<file path="src/rtl/huffman_dec.sv">
// Huffman bitstream extractor: packs incoming bytes into a 2*W-bit MSB-aligned
// accumulator and hands out variable-width codes (1..W bits) on request.
// Optional feature: define HUFFMAN_DEC_FLUSH_EN to add a `flush` input that
// drops all buffered bits for byte realignment.
module huffman_dec #(
  parameter int unsigned W = 8,
  parameter int unsigned C = 4
) (
  input  logic         clk,
  input  logic         rst_n,
`ifdef HUFFMAN_DEC_FLUSH_EN
  input  logic         flush,
`endif
  input  logic [W-1:0] d_in,
  input  logic         d_valid,
  output logic         d_ready,
  input  logic [C-1:0] w_req,
  input  logic         req_valid,
  output logic         req_ready,
  output logic [W-1:0] code_out,
  output logic         out_valid,
  output logic         err
);

  localparam int unsigned AccW = 2 * W;
  localparam int unsigned CntW = $clog2(AccW + 1);

  // Accumulator invariant: bits below the fill level are always zero, so a new
  // byte can simply be OR-ed in at the fill position.
  logic [AccW-1:0] acc_q, acc_d;
  logic [CntW-1:0] cnt_q, cnt_d;
  logic [W-1:0]    code_out_q, code_out_d;
  logic            out_valid_q, out_valid_d;
  logic            err_q, err_d;

  logic            req_legal;
  logic            serve;
  logic            accept;
  logic [CntW-1:0] w_cnt;
  logic [AccW-1:0] acc_c;
  logic [CntW-1:0] cnt_c;
  logic [AccW-1:0] ins;

  // Handshake decode from registered fill count and current request.
  always_comb begin
    req_legal = (w_req != '0) && (32'(w_req) <= W);
    // Only meaningful when req_legal; legal widths always fit the counter.
    w_cnt     = CntW'(w_req);
    d_ready   = (32'(cnt_q) <= W);
    req_ready = req_legal && (cnt_q >= w_cnt);
    serve     = req_valid && req_ready;
    accept    = d_valid && d_ready;
  end

  // Next state: consume the served code first, then append the accepted byte
  // right behind the remaining bits.
  always_comb begin
    acc_c = acc_q;
    cnt_c = cnt_q;
    if (serve) begin
      acc_c = acc_q << w_cnt;
      cnt_c = cnt_q - w_cnt;
    end

    ins   = {d_in, {W{1'b0}}} >> cnt_c;
    acc_d = acc_c;
    cnt_d = cnt_c;
    if (accept) begin
      acc_d = acc_c | ins;
      cnt_d = cnt_c + CntW'(W);
    end

    code_out_d = code_out_q;
    if (serve) begin
      code_out_d = acc_q[AccW-1 -: W] & ~({W{1'b1}} >> w_cnt);
    end
    out_valid_d = serve;
    err_d       = req_valid && !req_legal;

`ifdef HUFFMAN_DEC_FLUSH_EN
    // Flush wins over everything in the same cycle; acc is cleared too so the
    // zero-below-fill invariant holds for the next append.
    if (flush) begin
      acc_d       = '0;
      cnt_d       = '0;
      code_out_d  = code_out_q;
      out_valid_d = 1'b0;
      err_d       = 1'b0;
    end
`endif
  end

  // State and registered outputs, asynchronously cleared.
  always_ff @(posedge clk or negedge rst_n) begin
    if (!rst_n) begin
      acc_q       <= '0;
      cnt_q       <= '0;
      code_out_q  <= '0;
      out_valid_q <= 1'b0;
      err_q       <= 1'b0;
    end else begin
      acc_q       <= acc_d;
      cnt_q       <= cnt_d;
      code_out_q  <= code_out_d;
      out_valid_q <= out_valid_d;
      err_q       <= err_d;
    end
  end

  assign code_out  = code_out_q;
  assign out_valid = out_valid_q;
  assign err       = err_q;

endmodule

</file>
<file path="config.mk">
export PLATFORM = sky130hd
export DESIGN_NAME = huffman_dec
export DESIGN_NICKNAME = d
export VERILOG_FILES = /design/src/rtl/huffman_dec.sv
export SDC_FILE = /design/constraint.sdc
export NUM_CORES = 1
export LEC_CHECK = 0
export CORE_ASPECT_RATIO = 1.1
export CORE_MARGIN = 2
export CORE_UTILIZATION = 55
export CTS_CLUSTER_SIZE = 8
export DETAILED_ROUTE_END_ITERATION = 12
export MAX_ROUTING_LAYER = met4
export PLACE_DENSITY = 0.79
export REMOVE_ABC_BUFFERS = 1
export SLEW_MARGIN = 40
export SYNTH_ARGS = -nofsm -noshare
export SYNTH_HDL_FRONTEND = slang
export SYNTH_SLANG_ARGS = --single-unit
</file>
<file path="constraint.sdc">
create_clock -name clk -period 4.4 [get_ports clk]
set_input_delay 1.1 -clock clk [delete_from_list [all_inputs] [get_ports clk]]
set_output_delay 1.1 -clock clk [all_outputs]
set_load 0.02 [all_outputs]
</file>
==> results_dict.tcl <==
set metrics [dict create \
    finalWirelength_mm 6.28 \
    synthTopCellsByArea "dfrtp_1 (32%), mux2i_1 (9.6%), nand2_1 (7.8%), o21ai_0 (4.2%), nor2_1 (4.1%)" \
    yosys_warnings 0 \
    die_area_sq_um 4910 \
    io_pins 28 \
    max_stage_delay_ns 0.53 \
    hold_end "code_out[0]$_DFFE_PN0N_" \
    power_density_nw_per_um2 649 \
    portBuffers 27 \
    antenna_found_initial 0 \
    final_util_pct 67.3 \
    grt_pass1_vias 2093 \
    grt_max_degree 32 \
    cellLeakagePower_uw 0.00124 \
    worstRegToRegCells 12 \
    rsz0062_at_grt "no" \
    synth_area_sq_um 2400 \
    cp_max_fo 3 \
    outcome "complete, no violations" \
    worst_pin_slew_ns 0.448 \
    r2r-end "acc_q[9]$_DFF_PN0_" \
    end_kind "output port" \
    crit_slowest_cell "clkdlybuf4s50_1" \
    reg2reg_from "cnt_q[1]$_DFF_PN0_" \
    finalPower_uw 1860 \
    drv_cap 0 \
    synth_common_cells "nand2_1 (50), dfrtp_1 (31), nor2_1 (26)" \
    clock_tree.htree_level_count 2 \
    synth_top_area_cell "dfrtp_1" \
    antennaDiodeCount 0 \
    worst_ep_required_time_ns 3.30 \
    nets 341 \
    start_util_pct 56.4 \
    synthToLayoutAreaGrowth_pct 19.2 \
    synthCells 287 \
    path_clk_slew_ns 0.07 \
    period_minus_slack_ns 4.26 \
    period_share_pct 96.9 \
    gp_congestion 0.957 \
    layout-drive-gt1-share_pct 11.8 \
    crit_path_start_kind "input port" \
    core_sq_um 4250 \
    die_y_um 73.3 \
    clockRootBuffer "clkbuf_8" \
    cp.arrival_ns 3.16 \
    cts_tree "done" \
    skew_ns 0.00507 \
    hp-start "code_out[0]$_DFFE_PN0N_" \
    grt_pass1_wl_mm 10.3 \
    num_rows 25 \
    cts.sinks 31 \
    ant_nets 0 \
    yosysMostFrequentCell "nand2_1" \
    dr.pass1.iters 7 \
    clock_path_buffers 2 \
    drt_iter0_markers 244 \
    cts_resized 0 \
    synth_flop_cell "dfrtp_1" \
    synth_top_area_share_pct 32.3 \
    hold_class "reg -> reg" \
    slew_viol_final 0 \
    ys_seq_area_share_pct 32.3 \
    ys_ff_latch 31 \
    vdd_drop_max_v 0.000456 \
    post_cts_buffers 0 \
    final-hold-violation-count 0 \
    hpwlAfterDp_mm 4.76 \
    slew_headroom_pct 69.8 \
    setup_violations 0 \
    avgSynthCellArea_sq_um 8.37 \
    whs_path_depth 2 \
    via_count 2312 \
    via_per_inst 6.17 \
    ys_types 54 \
    crit_type "in -> out" \
    drc_errors 0 \
    grt_overflow 0 \
    synth-edff-count 0 \
    hold_buffers 0 \
    clkLatencyLatePin_ns 0.29 \
    cts_inserted_buffers 5 \
    track_usage_pct 28.7 \
    die_w_um 67.0 \
    r2r_slack_ns 1.40 \
    max_freq_ghz 0.235 \
    async_flop_share_pct 100 \
    routedWlPerCell_um 16.7 \
    crit_chain "clkdlybuf4s50_1 > inv_1 > ha_1 > nor2b_1 > o31a_4 > o211a_1 > clkdlybuf4s50_1" \
    fin_tns_setup_ns 0 \
    crit_top_cell "clkdlybuf4s50_1" \
]
==> cells by family (layout without fill, tap and decap cells) <==
family | count (synthesis) | in the layout | synth area share (%)
compound gates | 83 | 83 | 24.0
fa+ha+maj | 5 | 5 | 2.92
xor+xnor | 3 | 3 | 1.09
mux | 33 | 33 | 15.9
buf+inv | 26 | 60 | 4.59
flops | 31 | 31 | 32.3
simple gates | 106 | 106 | 19.2
==> cells in the final DEF (no fill, tap or decap), drive strengths merged, types with 2 or more instances in the layout <==
| master | n |
|---|---|
| a211o | 2 |
| dfrtp | 31 |
| xor2 | 2 |
| and2 | 6 |
| a211oi | 4 |
| nand2b | 2 |
| mux2 | 6 |
| clkinv | 2 |
| o22ai | 5 |
| a21oi | 16 |
| or3 | 2 |
| o221ai | 6 |
| nor2b | 3 |
| o31ai | 4 |
| mux2i | 25 |
| mux4 | 2 |
| nor2 | 26 |
| o21a | 2 |
| nor3 | 7 |
| ha | 4 |
| a31oi | 4 |
| o31a | 3 |
| nand2 | 50 |
| clkbuf | 7 |
| buf | 17 |
| clkdlybuf4s50 | 26 |
| a22oi | 2 |
| inv | 8 |
| o21ai | 25 |
| nand3 | 4 |
| and3 | 3 |
==> stage by stage <==
| step | cells | hold slack (ns) | setup WS, ns | instance area, sq um |
|---|---|---|---|---|
| global route | 375 | 0.491 | 0.0908 | 2860 |
| CTS | 375 | 0.475 | 0.140 | 2870 |
| floorplan | 270 | 0.456 | 0.0148 | 2330 |
| detailed placement | 367 | 0.460 | 0.147 | 2790 |
| finish | 375 | 0.472 | 0.137 | 2860 |
| global placement | 367 | 0.450 | 0.164 | 2790 |
==> critical path: cells and delay by family <==
family	cells	cell delay (ns)
buf+inv	3	1.08
compound gates	2	0.52
fa+ha+maj	1	0.30
simple gates	1	0.16
==> worst max-delay path by stage <==
stage | cells past startpoint | to | from | slack (ns)
after global placement | 7 | req_ready | w_req[1] | 0.16
final | 7 | req_ready | w_req[1] | 0.14
after CTS | 7 | req_ready | w_req[1] | 0.14
after global routing | 7 | req_ready | w_req[1] | 0.09
after detailed placement | 7 | req_ready | w_req[1] | 0.15
after floorplan | 11 | acc_q[9]$_DFF_PN0_ | w_req[1] | 0.01
==> final cells by class <==
type | instances | area [sq um]
sequential | 31 | 776
timing repair buffer | 43 | 385
inverter | 9 | 36.3
tap | 54 | 67.6
multi-input combinational | 230 | 1520
clock inverter | 1 | 5.00
clock buffer | 7 | 76.3
fill | 367 | 1390
==> state kept, by name, indices dropped and copies added, names as in the netlist <==
register,flops
out_valid,1
err,1
acc_q,16
cnt_q,5
code_out,8
==> where the power goes <==
| group | switching [uW] | internal, uW |
|---|---|---|
| Combinational | 632 | 489 |
| Sequential | 106 | 407 |
| Clock | 112 | 111 |
| Total | 850 | 1010 |
==> routing by layer <==
metal | GRT usage [%] | share of wire (%) | vias up
met4 | 14.1 | 3.4 | 0
met3 | 4.44 | 6.2 | 20
li1 | - | - | 1114
met5 | - | 0 | -
met2 | 42.9 | 46 | 114
met1 | 38.3 | 44 | 1064
(Power assumes the default switching activity.)
